**config.mk**
```make
export PLATFORM = sky130hd
export DESIGN_NAME = sig_meas
export DESIGN_NICKNAME = d
export VERILOG_FILES = /design/src/rtl/sig_meas.sv
export SDC_FILE = /design/constraint.sdc
export NUM_CORES = 1
export LEC_CHECK = 0
export CAP_MARGIN = 25
export CORE_MARGIN = 10
export CORE_UTILIZATION = 55
export DETAILED_ROUTE_END_ITERATION = 10
export PLACE_DENSITY = 0.74
export SLEW_MARGIN = 20
export SYNTH_ARGS = -nofsm -noshare
export SYNTH_HDL_FRONTEND = slang
export SYNTH_SLANG_ARGS = --single-unit
export TNS_END_PERCENT = 100
```
**constraint.sdc**
```tcl
create_clock -name clk -period 3.5 [get_ports clk]
set_input_delay 0.525 -clock clk [delete_from_list [all_inputs] [get_ports clk]]
set_output_delay 0.525 -clock clk [all_outputs]
set_load 0.01 [all_outputs]
```
**src/rtl/sig_meas.sv**
```systemverilog
// Waveform measurement on an 8-bit ADC stream: window min/max, peak-to-peak,
// and period averaged over NUM_PER hysteresis-qualified rising crossings.
module sig_meas #(
  parameter int WIN_LEN = 1024,
  parameter int NUM_PER = 4,
  parameter int HYST    = 8,
  parameter int TIMEOUT = 4096
) (
  input  logic        clk,
  input  logic        rst_n,
  input  logic        start,
  input  logic [7:0]  ad_data,
  output logic        ad_clk,
  output logic        busy,
  output logic        valid,
  output logic [7:0]  vmax,
  output logic [7:0]  vmin,
  output logic [7:0]  vpp,
  output logic [15:0] period,
  output logic        no_cross
);

  localparam int SH = $clog2(NUM_PER);
  localparam int SW = 16 + SH;
  localparam logic [15:0] WIN_LAST = 16'(WIN_LEN - 1);
  localparam logic [15:0] TO_LAST  = 16'(TIMEOUT - 1);
  localparam logic [4:0]  NCR_LAST = 5'(NUM_PER);

  typedef enum logic [2:0] {S_IDLE, S_MINMAX, S_THRESH, S_PERIOD, S_DONE} state_t;

  state_t          state_q, state_d;
  logic [7:0]      d_q, d_d;
  logic [7:0]      max_q, max_d, min_q, min_d;
  logic [15:0]     win_cnt_q, win_cnt_d;
  logic [7:0]      hi_q, hi_d, lo_q, lo_d;
  logic            armed_q, armed_d;
  logic [4:0]      ncross_q, ncross_d;
  logic [15:0]     t_q, t_d;
  logic [SW-1:0]   sum_q, sum_d;
  logic [7:0]      vmax_q, vmax_d, vmin_q, vmin_d, vpp_q, vpp_d;
  logic [15:0]     period_q, period_d;
  logic            no_cross_q, no_cross_d;

  logic [7:0]      mid_w;
  logic [8:0]      hi_w;
  logic [7:0]      spread_w;
  logic            cross_w;
  logic [SW-1:0]   sum_nx;

  always_comb begin
    state_d    = state_q;
    d_d        = ad_data;
    max_d      = max_q;
    min_d      = min_q;
    win_cnt_d  = win_cnt_q;
    hi_d       = hi_q;
    lo_d       = lo_q;
    armed_d    = armed_q;
    ncross_d   = ncross_q;
    t_d        = t_q;
    sum_d      = sum_q;
    vmax_d     = vmax_q;
    vmin_d     = vmin_q;
    vpp_d      = vpp_q;
    period_d   = period_q;
    no_cross_d = no_cross_q;
    mid_w      = 8'(({1'b0, max_q} + {1'b0, min_q}) >> 1);
    hi_w       = {1'b0, mid_w} + 9'(HYST);
    spread_w   = max_q - min_q;
    cross_w    = armed_q && (d_q >= hi_q);
    sum_nx     = sum_q + SW'(t_q);

    case (state_q)
      S_IDLE: begin
        if (start) begin
          state_d   = S_MINMAX;
          max_d     = 8'h00;
          min_d     = 8'hFF;
          win_cnt_d = 16'd0;
        end
      end
      S_MINMAX: begin
        if (d_q > max_q) max_d = d_q;
        if (d_q < min_q) min_d = d_q;
        win_cnt_d = win_cnt_q + 16'd1;
        if (win_cnt_q == WIN_LAST) state_d = S_THRESH;
      end
      S_THRESH: begin
        hi_d     = hi_w[8] ? 8'hFF : hi_w[7:0];
        lo_d     = (mid_w < 8'(HYST)) ? 8'h00 : mid_w - 8'(HYST);
        armed_d  = 1'b0;
        ncross_d = 5'd0;
        t_d      = 16'd0;
        sum_d    = '0;
        vmax_d   = max_q;
        vmin_d   = min_q;
        vpp_d    = spread_w;
        // Too little swing to place two distinct thresholds: report flat.
        if ({1'b0, spread_w} <= 9'(2 * HYST)) begin
          state_d    = S_DONE;
          period_d   = 16'd0;
          no_cross_d = 1'b1;
        end else begin
          state_d = S_PERIOD;
        end
      end
      S_PERIOD: begin
        if (cross_w) begin
          armed_d  = 1'b0;
          ncross_d = ncross_q + 5'd1;
          t_d      = 16'd1;
          if (ncross_q != 5'd0) sum_d = sum_nx;
          if (ncross_q == NCR_LAST) begin
            state_d    = S_DONE;
            period_d   = 16'(sum_nx >> SH);
            no_cross_d = 1'b0;
          end
        end else begin
          if (d_q <= lo_q) armed_d = 1'b1;
          t_d = t_q + 16'd1;
          if (t_q == TO_LAST) begin
            state_d    = S_DONE;
            period_d   = 16'd0;
            no_cross_d = 1'b1;
          end
        end
      end
      S_DONE:  state_d = S_IDLE;
      default: state_d = S_IDLE;
    endcase
  end

  always_ff @(posedge clk or negedge rst_n) begin
    if (!rst_n) begin
      state_q    <= S_IDLE;
      d_q        <= 8'h00;
      max_q      <= 8'h00;
      min_q      <= 8'hFF;
      win_cnt_q  <= 16'd0;
      hi_q       <= 8'h00;
      lo_q       <= 8'h00;
      armed_q    <= 1'b0;
      ncross_q   <= 5'd0;
      t_q        <= 16'd0;
      sum_q      <= '0;
      vmax_q     <= 8'h00;
      vmin_q     <= 8'h00;
      vpp_q      <= 8'h00;
      period_q   <= 16'd0;
      no_cross_q <= 1'b0;
    end else begin
      state_q    <= state_d;
      d_q        <= d_d;
      max_q      <= max_d;
      min_q      <= min_d;
      win_cnt_q  <= win_cnt_d;
      hi_q       <= hi_d;
      lo_q       <= lo_d;
      armed_q    <= armed_d;
      ncross_q   <= ncross_d;
      t_q        <= t_d;
      sum_q      <= sum_d;
      vmax_q     <= vmax_d;
      vmin_q     <= vmin_d;
      vpp_q      <= vpp_d;
      period_q   <= period_d;
      no_cross_q <= no_cross_d;
    end
  end

  // Result registers load on entry to DONE so they are valid alongside the pulse.
  assign ad_clk   = clk;
  assign busy     = (state_q != S_IDLE);
  assign valid    = (state_q == S_DONE);
  assign vmax     = vmax_q;
  assign vmin     = vmin_q;
  assign vpp      = vpp_q;
  assign period   = period_q;
  assign no_cross = no_cross_q;

endmodule

```
# ---- Yosys cells after proc, flatten, opt, wreduce, memory -nomap -nowiden
# Index checks and enable logic that the tools add are counted.
dict set report totals {
  ff_bits 140
  inputBits 11
  out_inout_bits 44
  elab_cells 98
}
dict set report op_classes {
  addsub 8
  magnitude_cmp 6
  n_eq_ne 17
  n_mux 37
  n_reduce_logical 14
}
# operator n
set ops {}
lappend ops {{$mux W16} 6}
lappend ops {{$pmux W16 S2} 3}
lappend ops {{$mux W8} 6}
lappend ops {{$mux W18} 2}
lappend ops {{$pmux W18 S2} 1}
lappend ops {{$add A16 B1 Y16 const B} 2}
lappend ops {{$pmux W8 S2} 2}
lappend ops {{$add A18 B16 Y18} 1}
lappend ops {{$mux W3} 6}
lappend ops {{$eq A16 B10 Y1 const B} 1}
lappend ops {{$eq A16 B12 Y1 const B} 1}
lappend ops {{$ne A2 B2 Y1 const B} 7}
lappend ops {{$pmux W3 S4} 1}
lappend ops {{$pmux W5 S2} 1}
lappend ops {{$add A8 B4 Y9 const B} 1}
lappend ops {{$add A8 B8 Y9} 1}
lappend ops {{$ne A3 B3 Y1 const B} 3}
lappend ops {{$reduce_and A3 Y1} 3}
lappend ops {{$ge A8 B8 Y1} 1}
lappend ops {{$gt A8 B8 Y1} 1}
lappend ops {{$le A8 B5 Y1 const B} 1}
lappend ops {{$le A8 B8 Y1} 1}
lappend ops {{$lt A8 B4 Y1 const B} 1}
lappend ops {{$lt A8 B8 Y1} 1}
lappend ops {{other kinds (17)} 28}

# ---- Longest topological paths before layout
# Gate-level depths: netlist of run 1.
dict set report depth {
  ltp_word 4
  ltp_mapped 12
  mapped_depth_nobuf 11
}

==> impl_metrics.toml, run 1 <==
[run_status]
outcome = "complete, no violations"

[synthesis]
async_flop_share = 1.00
synthFlopType = "dfrtp_1"
synth-edff-count = 0
ys_ff_latch = 140
syn_area_um2 = 8240
avgSynthCellArea_um2 = 9.41
syn-num-nets = 958
synth_seq_area_share = 0.426
synth.distinct_cells = 61
yosys_warnings = 0
synth_cells = 876

[layout]
seqCellArea_um2 = 3510
diodes = 0
syn2layout_area_growth_pct = 17.1
final_util = 0.661
fill_cells = 1167
multiInputGateArea_um2 = 4410
drive_above_1_share = 0.0830
layout.nets = 1021

[drt]
num_vias = 6652
drt_pre_antenna_iters = 5
wirelength_mm = 20.2
wl_per_cell_um = 17.8
drcViolationCount = 0
drtAntennaViolNets = 0
drtIter0Drc = 500
vias_per_cell = 5.86

[worst_setup_path]
critPathLaunchType = "register"
arrival_ns = 3.62
reg2reg_slack_ns = 0.33
crit_path_max_fanout = 9
worst_r2r_path_depth = 9
worstPathRequired_ns = 3.95
cp-end-kind = "register"
crit_type = "reg2reg"

[place]
dpl.hpwl_mm = 14.8
port_buffers = 54
dp_slack_ns = 0.382
place_congestion = 0.923

[die]
dieArea_um2 = 20300
die_y_um = 142
die_w_um = 142
rows = 44
start_util = 0.565
coreArea_um2 = 14600
num_io_pins = 55

[global_routing]
antenna_found_initial = 0
grt_pass1_wl_mm = 33.4
grt_use_total = 0.205
grt_pass1_vias = 6490
grt.overflow.total = 0
grt_max_degree = 77

[sta]
rsz0062_at_grt = "no"
skew_ns = 0.00648
finalCritPeriodShare = 0.907
slew_headroom = 0.443
drv_slew = 0
max_freq_ghz = 0.315
final.setup.tns_ns = 0
finalHoldViolCount = 0
setup_viol = 0
holdWs_ns = 0.0122
timing.final.ws_setup_ns = 0.325
tightest_slew_ns = 0.833
fin_crit_ns = 3.17

[power_and_ir_drop]
leakage_uw = 0.00440
power_uw = 6570
p_per_area_nw_per_um2 = 681
ir_drop_uv = 454

[hold_path]
worstHoldPathType = "in2async"

[clock_tree]
clk_pin_slew_ns = 0.06
cts_setup_buffers = 0
cts_hold_buf = 0
clk_latency_ns = 0.54
cts_tree = "yes"
cts-resized-gates = 0

[job]
drv_cap = 0
[final cells by class]
class | instances | share of cell area
inverters | 50 | 0.0194
repair buffers | 69 | 0.0688
flip-flops and latches | 140 | 0.364
clock inverters | 10 | 0.00959
clock buffers | 26 | 0.0569
multi-input cells | 657 | 0.457
well taps | 184 | 0.0239
[Yosys cell counts, drive strengths merged (6+ instances only)]
cell type,count,share of area
a211oi,10,0.0097
nand4,10,0.0076
o31ai,22,0.020
nor3,9,0.0055
xor2,16,0.017
o21ai,83,0.050
or2,6,0.0046
ha,68,0.10
nand3,36,0.022
nor2,57,0.026
buf,8,0.0059
clkbuf,21,0.0096
o22a,8,0.0085
a22o,19,0.020
dfrtp,132,0.40
nor2b,12,0.0091
dfstp,8,0.026
a21oi,34,0.021
a2111o,7,0.0096
mux2,7,0.010
nand2,112,0.051
a31oi,6,0.0046
mux2i,8,0.0097
and3,10,0.0076
a21o,14,0.013
inv,49,0.022
nand2b,20,0.015
o211ai,7,0.0064
xnor2,14,0.015
[routing by layer]
| layer | track usage | vias up | wire (um) |
|---|---|---|---|
| met5 | 0 | - | 0 |
| li1 | - | 3274 | - |
| met4 | 0.0932 | 0 | 649 |
| met3 | 0.0534 | 41 | 1040 |
| met1 | 0.254 | 3164 | 8870 |
| met2 | 0.329 | 173 | 9670 |
[state kept, by name, summed over array words and instances, names as in the netlist, 5 cells and up]
signal,count
period,16
vpp,8
ncross_q,5
lo_q,8
win_cnt_q,16
vmin,8
vmax,8
t_q,16
max_q,8
min_q,8
hi_q,8
d_q,8
sum_q,18
[logic make-up after synthesis]
logic type | after synthesis | synth area share
multiplexers | 15 | 0.0197
adder cells (fa/ha/maj) | 71 | 0.111
flip-flops | 140 | 0.426
XOR/XNOR | 30 | 0.0319
AND/OR/NAND/NOR | 294 | 0.168
buffers and inverters | 79 | 0.0383
AO/OA/AOI/OAI | 247 | 0.205
[worst max-delay path, cell delays in order (launching register included)]
cell,delay (ns)
dfstp_2,0.54
inv_1,0.07
ha_1,0.39
nor2b_1,0.20
a2111oi_0,0.47
o21ai_1,0.19
xor2_1,0.26
nor4b_1,0.39
nand2_1,0.29
a31oi_1,0.29
[power breakdown]
group / switching (uW) / internal, uW / total (uW) / leakage, uW
clock: 739 / 1180 / 1920 / 0.000303
sequential: 119 / 1750 / 1870 / 0.00188
combinational: 1670 / 1110 / 2780 / 0.00222
[path summary, 6_finish.rpt]
path                                      start                   end
setup / recovery           min_q[2]$_DFFE_PN1P_   hi_q[5]$_DFFE_PN0P_
hold / removal                            rst_n   hi_q[0]$_DFFE_PN0P_
setup reg to reg           min_q[2]$_DFFE_PN1P_   hi_q[5]$_DFFE_PN0P_
hold reg to reg              vpp[4]$_DFFE_PN0P_    vpp[4]$_DFFE_PN0P_
max in group asynchronous                 rst_n  min_q[6]$_DFFE_PN1P_
min in group clk                     ad_data[2]      d_q[2]$_DFF_PN0_
[metrics by stage]
stage / instances / instance area (um^2)
floorplan: 876 / 8240
global placement: 1101 / 9020
detailed placement: 1101 / 9020
CTS: 1136 / 9650
global route: 1136 / 9650
finish: 1136 / 9650
[layout by cell type, fill, tap and decap left out, types with 22 or more instances in the layout]
cell type        netlist  layout
dfrtp_1              132     132
nand2_1              112     111
o21ai_0               81      81
ha_1                  68      68
nor2_1                57      57
clkdlybuf4s50_1        0      53
inv_1                 48      48
nand3_1               36      36
a21oi_1               34      34
o31ai_1               22      22
Power figures use the tool's default switching activity.
==> run 2: changes to the inputs <==
--- a/config.mk
+++ b/config.mk
@@ -10,7 +10,7 @@
 export CORE_UTILIZATION = 55
 export DETAILED_ROUTE_END_ITERATION = 10
 export PLACE_DENSITY = 0.74
-export SLEW_MARGIN = 20
+export SLEW_MARGIN = 0
 export SYNTH_ARGS = -nofsm -noshare
 export SYNTH_HDL_FRONTEND = slang
 export SYNTH_SLANG_ARGS = --single-unit
==> results of run 2 <==
Final layout, timing and power as in run 1 (identical DEF).
==> run 3: changes to the inputs <==
--- a/config.mk
+++ b/config.mk
@@ -8,6 +8,7 @@
 export CAP_MARGIN = 25
 export CORE_MARGIN = 10
 export CORE_UTILIZATION = 55
+export CTS_CLUSTER_SIZE = 8
 export DETAILED_ROUTE_END_ITERATION = 10
 export PLACE_DENSITY = 0.74
 export SLEW_MARGIN = 0
==> constraint.sdc (replaced) <==
create_clock -name clk -period 3.5 [get_ports clk]
set_input_delay 0.875 -clock clk [delete_from_list [all_inputs] [get_ports clk]]
set_output_delay 0.875 -clock clk [all_outputs]
set_load 0.01 [all_outputs]
==> impl_metrics.toml, run 3 (synthesized netlist as in run 1, its figures left out) <==
[worst_setup_path]
regToRegEndpoint = "period[1]$_DFFE_PN0P_"
reg2reg_slack_ns = 0.32
crit_family = "buffers and inverters"
crit_path_max_fanout = 2
cp_num_buf_inv = 3
max_stage_delay_ns = 0.47
path_cells = "clkbuf_16 -> clkbuf_16 -> clkdlybuf4s50_1"
critPathLaunchType = "clock port"
worstPathRequired_ns = 2.62
crit_top_cell = "clkbuf_16"
r2r_start = "min_q[4]$_DFFE_PN1P_"
worst_r2r_path_depth = 9
crit_path_top_delay_cell = "clkdlybuf4s50_1"
arrival_ns = 2.46
crit_type = "clk2out"
cp-end-kind = "primary output"

[layout]
diodes = 0
top_register = "sum_q"
layout.nets = 1026
syn2layout_area_growth_pct = 17.8
final_util = 0.665
layout_common_cells = "132 x dfrtp_1, 111 x nand2_1, 81 x o21ai_0, 68 x ha_1, 57 x nor2_1"
drive_above_1_share = 0.0899
final_common_cell = "dfrtp_1"
largest_reg_flops = 18

[run_status]
outcome = "complete, no violations"

[drt]
wl_per_cell_um = 18.0
vias_per_cell = 5.86
wirelength_mm = 20.5
drtIter0Drc = 527
drtAntennaViolNets = 0
drt_pre_antenna_iters = 5
drcViolationCount = 0
num_vias = 6689

[clock_tree]
cts_hold_buf = 0
clk_latency_ns = 0.54
cts_setup_buffers = 0
cts_tree = "yes"
cts-resized-gates = 0
clk_pin_slew_ns = 0.06

[job]
drv_cap = 0

[global_routing]
grt_pass1_vias = 6517
grt_use_total = 0.209
antenna_found_initial = 0
grt_pass1_wl_mm = 33.9
grt_max_degree = 73
grt.overflow.total = 0

[die]
num_io_pins = 55
coreArea_um2 = 14600
die_w_um = 142
die_y_um = 142
rows = 44
dieArea_um2 = 20300
start_util = 0.565

[sta]
drv_slew = 0
holdWs_ns = 0.358
tightest_slew_ns = 0.849
rsz0062_at_grt = "no"
skew_ns = 0.0107
setup_viol = 0
final.setup.tns_ns = 0
finalHoldViolCount = 0
slew_headroom = 0.432

[place]
dpl.hpwl_mm = 15.1
port_buffers = 54
place_congestion = 0.904

[power_and_ir_drop]
p_per_area_nw_per_um2 = 691
leakage_uw = 0.00443
ir_drop_uv = 513

[hold_path]
worstHoldPathType = "in2async"
[run 3: cell count changes in the layout (fill, tap and decap cells not counted), sizes merged]
| cell | delta |
|---|---|
| clkinv | +1 |
| inv | +1 |
| buf | +5 |
| clkbuf | -4 |
| clkinvlp | +1 |
| bufinv | +1 |
[run 3: worst max path at each step]
| stage | from | to | slack [ns] | cells after the start |
|---|---|---|---|---|
| final | clk | ad_clk | 0.16 | 3 |
| after global routing | min_q[4]$_DFFE_PN1P_ | period[3]$_DFFE_PN0P_ | 0.05 | 9 |
| after CTS | clk | ad_clk | 0.15 | 3 |
| after detailed placement | min_q[4]$_DFFE_PN1P_ | period[3]$_DFFE_PN0P_ | 0.38 | 9 |
| after global placement | clk | ad_clk | 0.43 | 1 |
| after floorplan | min_q[3]$_DFFE_PN1P_ | period[4]$_DFFE_PN0P_ | 0.70 | 11 |
[run 3: final cells by class]
| type | count | area, um^2 |
|---|---|---|
| Fill cell | 1160 | 4880 |
| Multi-Input combinational cell | 657 | 4410 |
| Sequential cell | 140 | 3510 |
| Timing Repair Buffer | 74 | 702 |
| Clock buffer | 22 | 514 |
| Tap cell | 184 | 230 |
| Inverter | 50 | 188 |
| Clock inverter | 14 | 148 |
[run 3: stage by stage]
stage                     total power (uW)  cell area (um^2)  setup slack (ns)  std cells
after floorplan                       4020              8240             0.705        876
after global placement                4700              9060             0.426       1106
after detailed placement              4720              9060             0.375       1106
after CTS                             6690              9710             0.152       1141
after global routing                  7140              9710            0.0476       1141
final                                 6710              9710             0.163       1141
[run 3: layer usage]
layer / GRT usage / up-vias / share of wire
met1: 0.264 / 3208 / 0.45
li1: - / 3293 / -
met3: 0.0494 / 37 / 0.047
met5: 0 / - / 0
met4: 0.0921 / 0 / 0.030
met2: 0.333 / 151 / 0.47
[run 3: power breakdown]
group          switching (uW)  internal [uW]
registers                 118           1750
clock network             765           1210
logic                    1700           1150
[run 3: worst register-to-register path, cell delays in order (launching register included)]
cell,delay [ns]
dfstp_2,0.54
inv_1,0.07
ha_1,0.47
inv_1,0.16
a2111oi_0,0.50
o22ai_1,0.18
xnor2_1,0.35
a32oi_4,0.20
inv_2,0.23
mux2_2,0.37
